## src/rtl/rtp_hit_collector.sv

```systemverilog
// ============================================================================
// Module   : rtp_hit_collector
// Brief    : Collects RTP hit results into a FIFO and streams them to the host.
// Revision : 1.0
// ============================================================================
`default_nettype none

module rtp_hit_collector #(
    parameter int DEPTH     = 16,
    parameter int DATA_W    = 32,
    parameter int RAY_CNT_W = 16
) (
    input  logic                  clock,
    input  logic                  reset,
    input  logic                  start,
    input  logic [RAY_CNT_W-1:0]  num_rays,
    input  logic                  io_rtp_finish,
    input  logic [DATA_W-1:0]     io_ray_id_triangle,
    input  logic [DATA_W-1:0]     io_hitIndex,
    input  logic [DATA_W-1:0]     io_hitT,
    output logic                  out_valid,
    input  logic                  out_ready,
    output logic [3*DATA_W-1:0]   out_data,
    output logic                  out_miss,
    output logic                  busy,
    output logic                  done,
    output logic                  overflow,
    output logic [RAY_CNT_W-1:0]  rx_count
);

    localparam int                AW      = $clog2(DEPTH);
    localparam logic [DATA_W-1:0] POS_INF = DATA_W'(32'h7F80_0000);

    typedef enum logic [1:0] {
        IDLE    = 2'd0,
        COLLECT = 2'd1,
        DRAIN   = 2'd2,
        DONE    = 2'd3
    } state_t;

    state_t                 state;
    state_t                 state_nxt;
    logic [RAY_CNT_W-1:0]   num_rays_q;
    logic [3*DATA_W-1:0]    mem [DEPTH];
    logic [AW:0]            wr_ptr;
    logic [AW:0]            rd_ptr;
    logic [AW:0]            wr_nxt;
    logic [AW:0]            rd_nxt;
    logic [3*DATA_W-1:0]    in_data;
    logic [3*DATA_W-1:0]    head_nxt;
    logic                   accept;
    logic                   full;
    logic                   pop;
    logic                   push;
    logic                   start_ok;

    assign in_data  = {io_ray_id_triangle, io_hitIndex, io_hitT};
    assign accept   = io_rtp_finish && (state == COLLECT);
    assign start_ok = start && ((state == IDLE) || (state == DONE));
    assign full     = (wr_ptr[AW] != rd_ptr[AW]) && (wr_ptr[AW-1:0] == rd_ptr[AW-1:0]);
    assign pop      = out_valid && out_ready;
    assign push     = accept && (!full || pop);
    assign wr_nxt   = wr_ptr + (AW+1)'(push);
    assign rd_nxt   = rd_ptr + (AW+1)'(pop);

    // Output register mirrors the FIFO head; a push into an empty slot bypasses memory.
    assign head_nxt = (push && (rd_nxt[AW-1:0] == wr_ptr[AW-1:0])) ? in_data
                                                                   : mem[rd_nxt[AW-1:0]];

    always_ff @(posedge clock) begin
        if (push) begin
            mem[wr_ptr[AW-1:0]] <= in_data;
        end
    end

    always_ff @(posedge clock) begin
        if (reset) begin
            state      <= IDLE;
            wr_ptr     <= '0;
            rd_ptr     <= '0;
            out_valid  <= 1'b0;
            out_data   <= '0;
            out_miss   <= 1'b0;
            overflow   <= 1'b0;
            rx_count   <= '0;
            num_rays_q <= '0;
        end else begin
            state     <= state_nxt;
            wr_ptr    <= wr_nxt;
            rd_ptr    <= rd_nxt;
            out_valid <= (wr_nxt != rd_nxt);
            if (wr_nxt != rd_nxt) begin
                out_data <= head_nxt;
                out_miss <= (head_nxt[DATA_W-1:0] == POS_INF);
            end
            if (start_ok) begin
                rx_count   <= '0;
                overflow   <= 1'b0;
                num_rays_q <= num_rays;
            end else if (accept) begin
                rx_count <= rx_count + 1'b1;
                if (full && !pop) begin
                    overflow <= 1'b1;
                end
            end
        end
    end

    always_comb begin
        state_nxt = state;
        case (state)
            IDLE, DONE: begin
                if (start) begin
                    state_nxt = (num_rays == '0) ? DONE : COLLECT;
                end
            end
            COLLECT: begin
                if ((rx_count + RAY_CNT_W'(io_rtp_finish)) == num_rays_q) begin
                    state_nxt = DRAIN;
                end
            end
            DRAIN: begin
                if (!out_valid) begin
                    state_nxt = DONE;
                end
            end
            default: state_nxt = IDLE;
        endcase
    end

    assign busy = (state == COLLECT) || (state == DRAIN);
    assign done = (state == DONE);

endmodule

`default_nettype wire

```

## config.mk

```make
export PLATFORM = sky130hd
export DESIGN_NAME = rtp_hit_collector
export DESIGN_NICKNAME = d
export VERILOG_FILES = /design/src/rtl/rtp_hit_collector.sv
export SDC_FILE = /design/constraint.sdc
export NUM_CORES = 2
export LEC_CHECK = 0
export CELL_PAD_IN_SITES_DETAIL_PLACEMENT = 0
export CELL_PAD_IN_SITES_GLOBAL_PLACEMENT = 1
export CORE_ASPECT_RATIO = 1.5
export CORE_MARGIN = 2
export CORE_UTILIZATION = 48
export DETAILED_ROUTE_END_ITERATION = 12
export PLACE_DENSITY_LB_ADDON = 0.1
export SKIP_CTS_REPAIR_TIMING = 1
export SYNTH_ARGS = -nofsm -noshare
export SYNTH_HDL_FRONTEND = slang
export SYNTH_SLANG_ARGS = --single-unit
```

## constraint.sdc

```tcl
create_clock -name clock -period 15.1 [get_ports clock]
set_clock_uncertainty 0.2 [all_clocks]
set_input_delay 3.02 -clock clock [delete_from_list [all_inputs] [get_ports clock]]
set_output_delay 3.02 -clock clock [all_outputs]
set_load 0.005 [all_outputs]
```

==> impl_metrics.ini <==
[placed_design]
portBuffers = 233
gp_congestion = 0.7523
place_area_mm2 = 0.06944
hpwlAfterDp_mm = 80.14

[floorplan]
coreArea_mm2 = 0.1348
die_x_um = 304.9
die_y_um = 455.3
io_pins = 234
rows = 165
design.die.area_mm2 = 0.1388
initial_core_util_pct = 48.35

[clocking]
h-tree-depth = 4
cts_buffers = 155
cts.sinks = 1679
clockRootBuffer = clkbuf_16
cts_tree = yes
clk_pin_slew_ns = 0.06
clock_latency_ns = 0.80
cts.path.max_buffers = 3

[worst_setup_path]
start_kind = input port
cp_slowest_stage_delay_ns = 0.89
critical-path-top-delay-family = buffers and inverters
worst_path_max_delay_cell = buf_4
crit_type = input port to flop
arrival_ns = 9.62
critPathMaxFanout = 151
required_ns = 15.60
path_cells = clkdlybuf4s50_1 -> nand2_1 -> inv_1 -> ha_4 -> ha_4 -> buf_4 -> buf_12 -> buf_4 -> buf_4 -> mux4_2 -> mux2i_1 -> mux2i_1 -> nor4_1 -> nand4b_1 -> o21ai_0 -> nand4_1 -> o32ai_1
crit_path_frequent_cell = buf_4
critPathBufInv = 6
endpoint_kind = flop

[finish]
layout_common_cells = 1,536 x edfxtp_1, 384 x mux4_2, 232 x clkdlybuf4s50_1
fillers = 10390
multiInputGateArea_mm2 = 0.01531
final_common_cell = edfxtp_1
finalNetCount = 3709
regArea_mm2 = 0.04899
drive_gt1_share_pct = 19.01
syn_to_final_growth_pct = 14.21
design_area_mm2 = 0.07445

[yosys]
synth_edf_count = 1536
syn_nets = 3472
ys_ff_latch = 1679
ys_types = 57
yosysWarnings = 0
ys_async_sr_fraction_pct = 0
yosysSeqAreaShare_pct = 75.15
synth_cells = 3345
syn_area_mm2 = 0.06518
syn_avg_cell_area_um2 = 19.49
synthFlopType = edfxtp_1

[sta]
slew_headroom_pct = 27.56
drv_slew = 0
setup_viol = 0
tightest_slew_ns = 1.084
rsz0062_at_grt = no
finalCritPeriodShare_pct = 60.36
fin_tns_setup_ns = 0
max_freq_mhz = 109.7
hold_viol_final = 0
period_minus_slack_ns = 9.114

[grt]
grt_pass1_vias = 35260
antenna_found_initial = 20
grt_max_degree = 152
grt_pass1_wl_mm = 238.0
grt_util_all_layers_pct = 23.60
grt_overflow = 0

[drt]
wl_mm = 162.0
via_per_inst = 6.108
drc_errors = 0
dr_total_vias = 33380
drt_iter0_drc = 2730
drt-wirelength-per-cell_um = 29.64
postRouteAntennaNets = 0
dr.pass1.iters = 7

[power]
ir_drop_v = 0.0001142
leakagePower_nw = 22.80
p_total_mw = 11.38
p_per_area_mw_per_mm2 = 152.9

[run]
drv_cap = 0

[run_status]
status = complete, no violations

[hold_path]
hold_class = flop to flop
synth_stat cells (all sizes together), types with 59 or more instances:
cell / number / area share, %
edfxtp: 1536 / 71
nand2: 218 / 1.3
a21oi: 93 / 0.71
nor2: 134 / 0.80
buf: 99 / 0.89
clkbuf: 123 / 0.71
mux4: 384 / 13
and2: 91 / 0.87
a311oi: 72 / 0.97
dfxtp: 143 / 4.4
mux2i: 59 / 0.91
a211oi: 176 / 2.0
per-layer routing:
layer	wire length [um]	share of wire (%)	GRT usage, %	vias to the layer above
met2	81790	50	40.18	988
met5	153	0.094	0	-
met3	8663	5.3	3.860	245
li1	-	-	-	14180
met4	3420	2.1	6.374	24
met1	67970	42	31.80	17950
path summary, 6_finish.rpt:
| path | depth (start not counted) | to | from | slack [ns] |
|---|---|---|---|---|
| setup reg to reg | 16 | out_miss | out_valid | 8.24 |
| hold reg to reg | 2 | num_rays_q[9] | num_rays_q[9] | 0.27 |
| setup / recovery | 17 | out_miss | out_ready | 5.99 |
| hold / removal | 2 | num_rays_q[9] | num_rays_q[9] | 0.27 |
registers in the layout, indices dropped and copies added, names as in the netlist:
| register | cells |
|---|---|
| rx_count | 16 |
| wr_ptr | 5 |
| rd_ptr | 5 |
| mem | 1536 |
| state | 2 |
| out_data | 96 |
| out_miss | 1 |
| overflow | 1 |
| num_rays_q | 16 |
| out_valid | 1 |
tightest hold or removal path: stages, from the launching register on:
cell	delay, ns
dfxtp_1	0.32
nand2_1	0.05
a21oi_1	0.05
cell families (layout without fill, tap and decap cells):
logic type / after synthesis / after routing / synth area share, %
flip-flops: 1679 / 1679 / 75.15
AO/OA/AOI/OAI: 395 / 395 / 4.288
AND/OR/NAND/NOR: 538 / 538 / 3.822
XOR/XNOR: 51 / 51 / 0.7314
adder cells (fa/ha/maj): 10 / 10 / 0.1920
other: 0 / 4 / 0
multiplexers: 443 / 443 / 14.17
buffers and inverters: 229 / 593 / 1.639
stage by stage:
stage          cells  setup slack [ns]  hold WS [ns]  util (%)
5_1_grt         5465             5.585        0.2907     55.22
6_report        5466             5.986        0.2691     55.22
2_1_floorplan   3345            0.2887        0.2447         -
3_3_place_gp    5178             5.064        0.2589     51.51
3_5_place_dp    5178             4.947        0.2643     51.51
4_1_cts         5462             5.778        0.2724     55.22
report_power, final:
group | leakage [nW] | switching, mW | internal [mW]
clock | 2.42 | 1.71 | 2.16
sequential | 15.0 | 0.101 | 5.24
combinational | 5.38 | 1.16 | 1.02
final cells by class:
type	count	area share, %
Multi-Input combinational cell	1437	20.57
Timing Repair Buffer	302	3.914
Clock inverter	84	1.106
Sequential cell	1679	65.80
Antenna cell	4	0.01345
Tap cell	1753	2.946
Clock buffer	200	5.613
Inverter	7	0.03529
No activity file was read; power rests on OpenSTA's default activity.
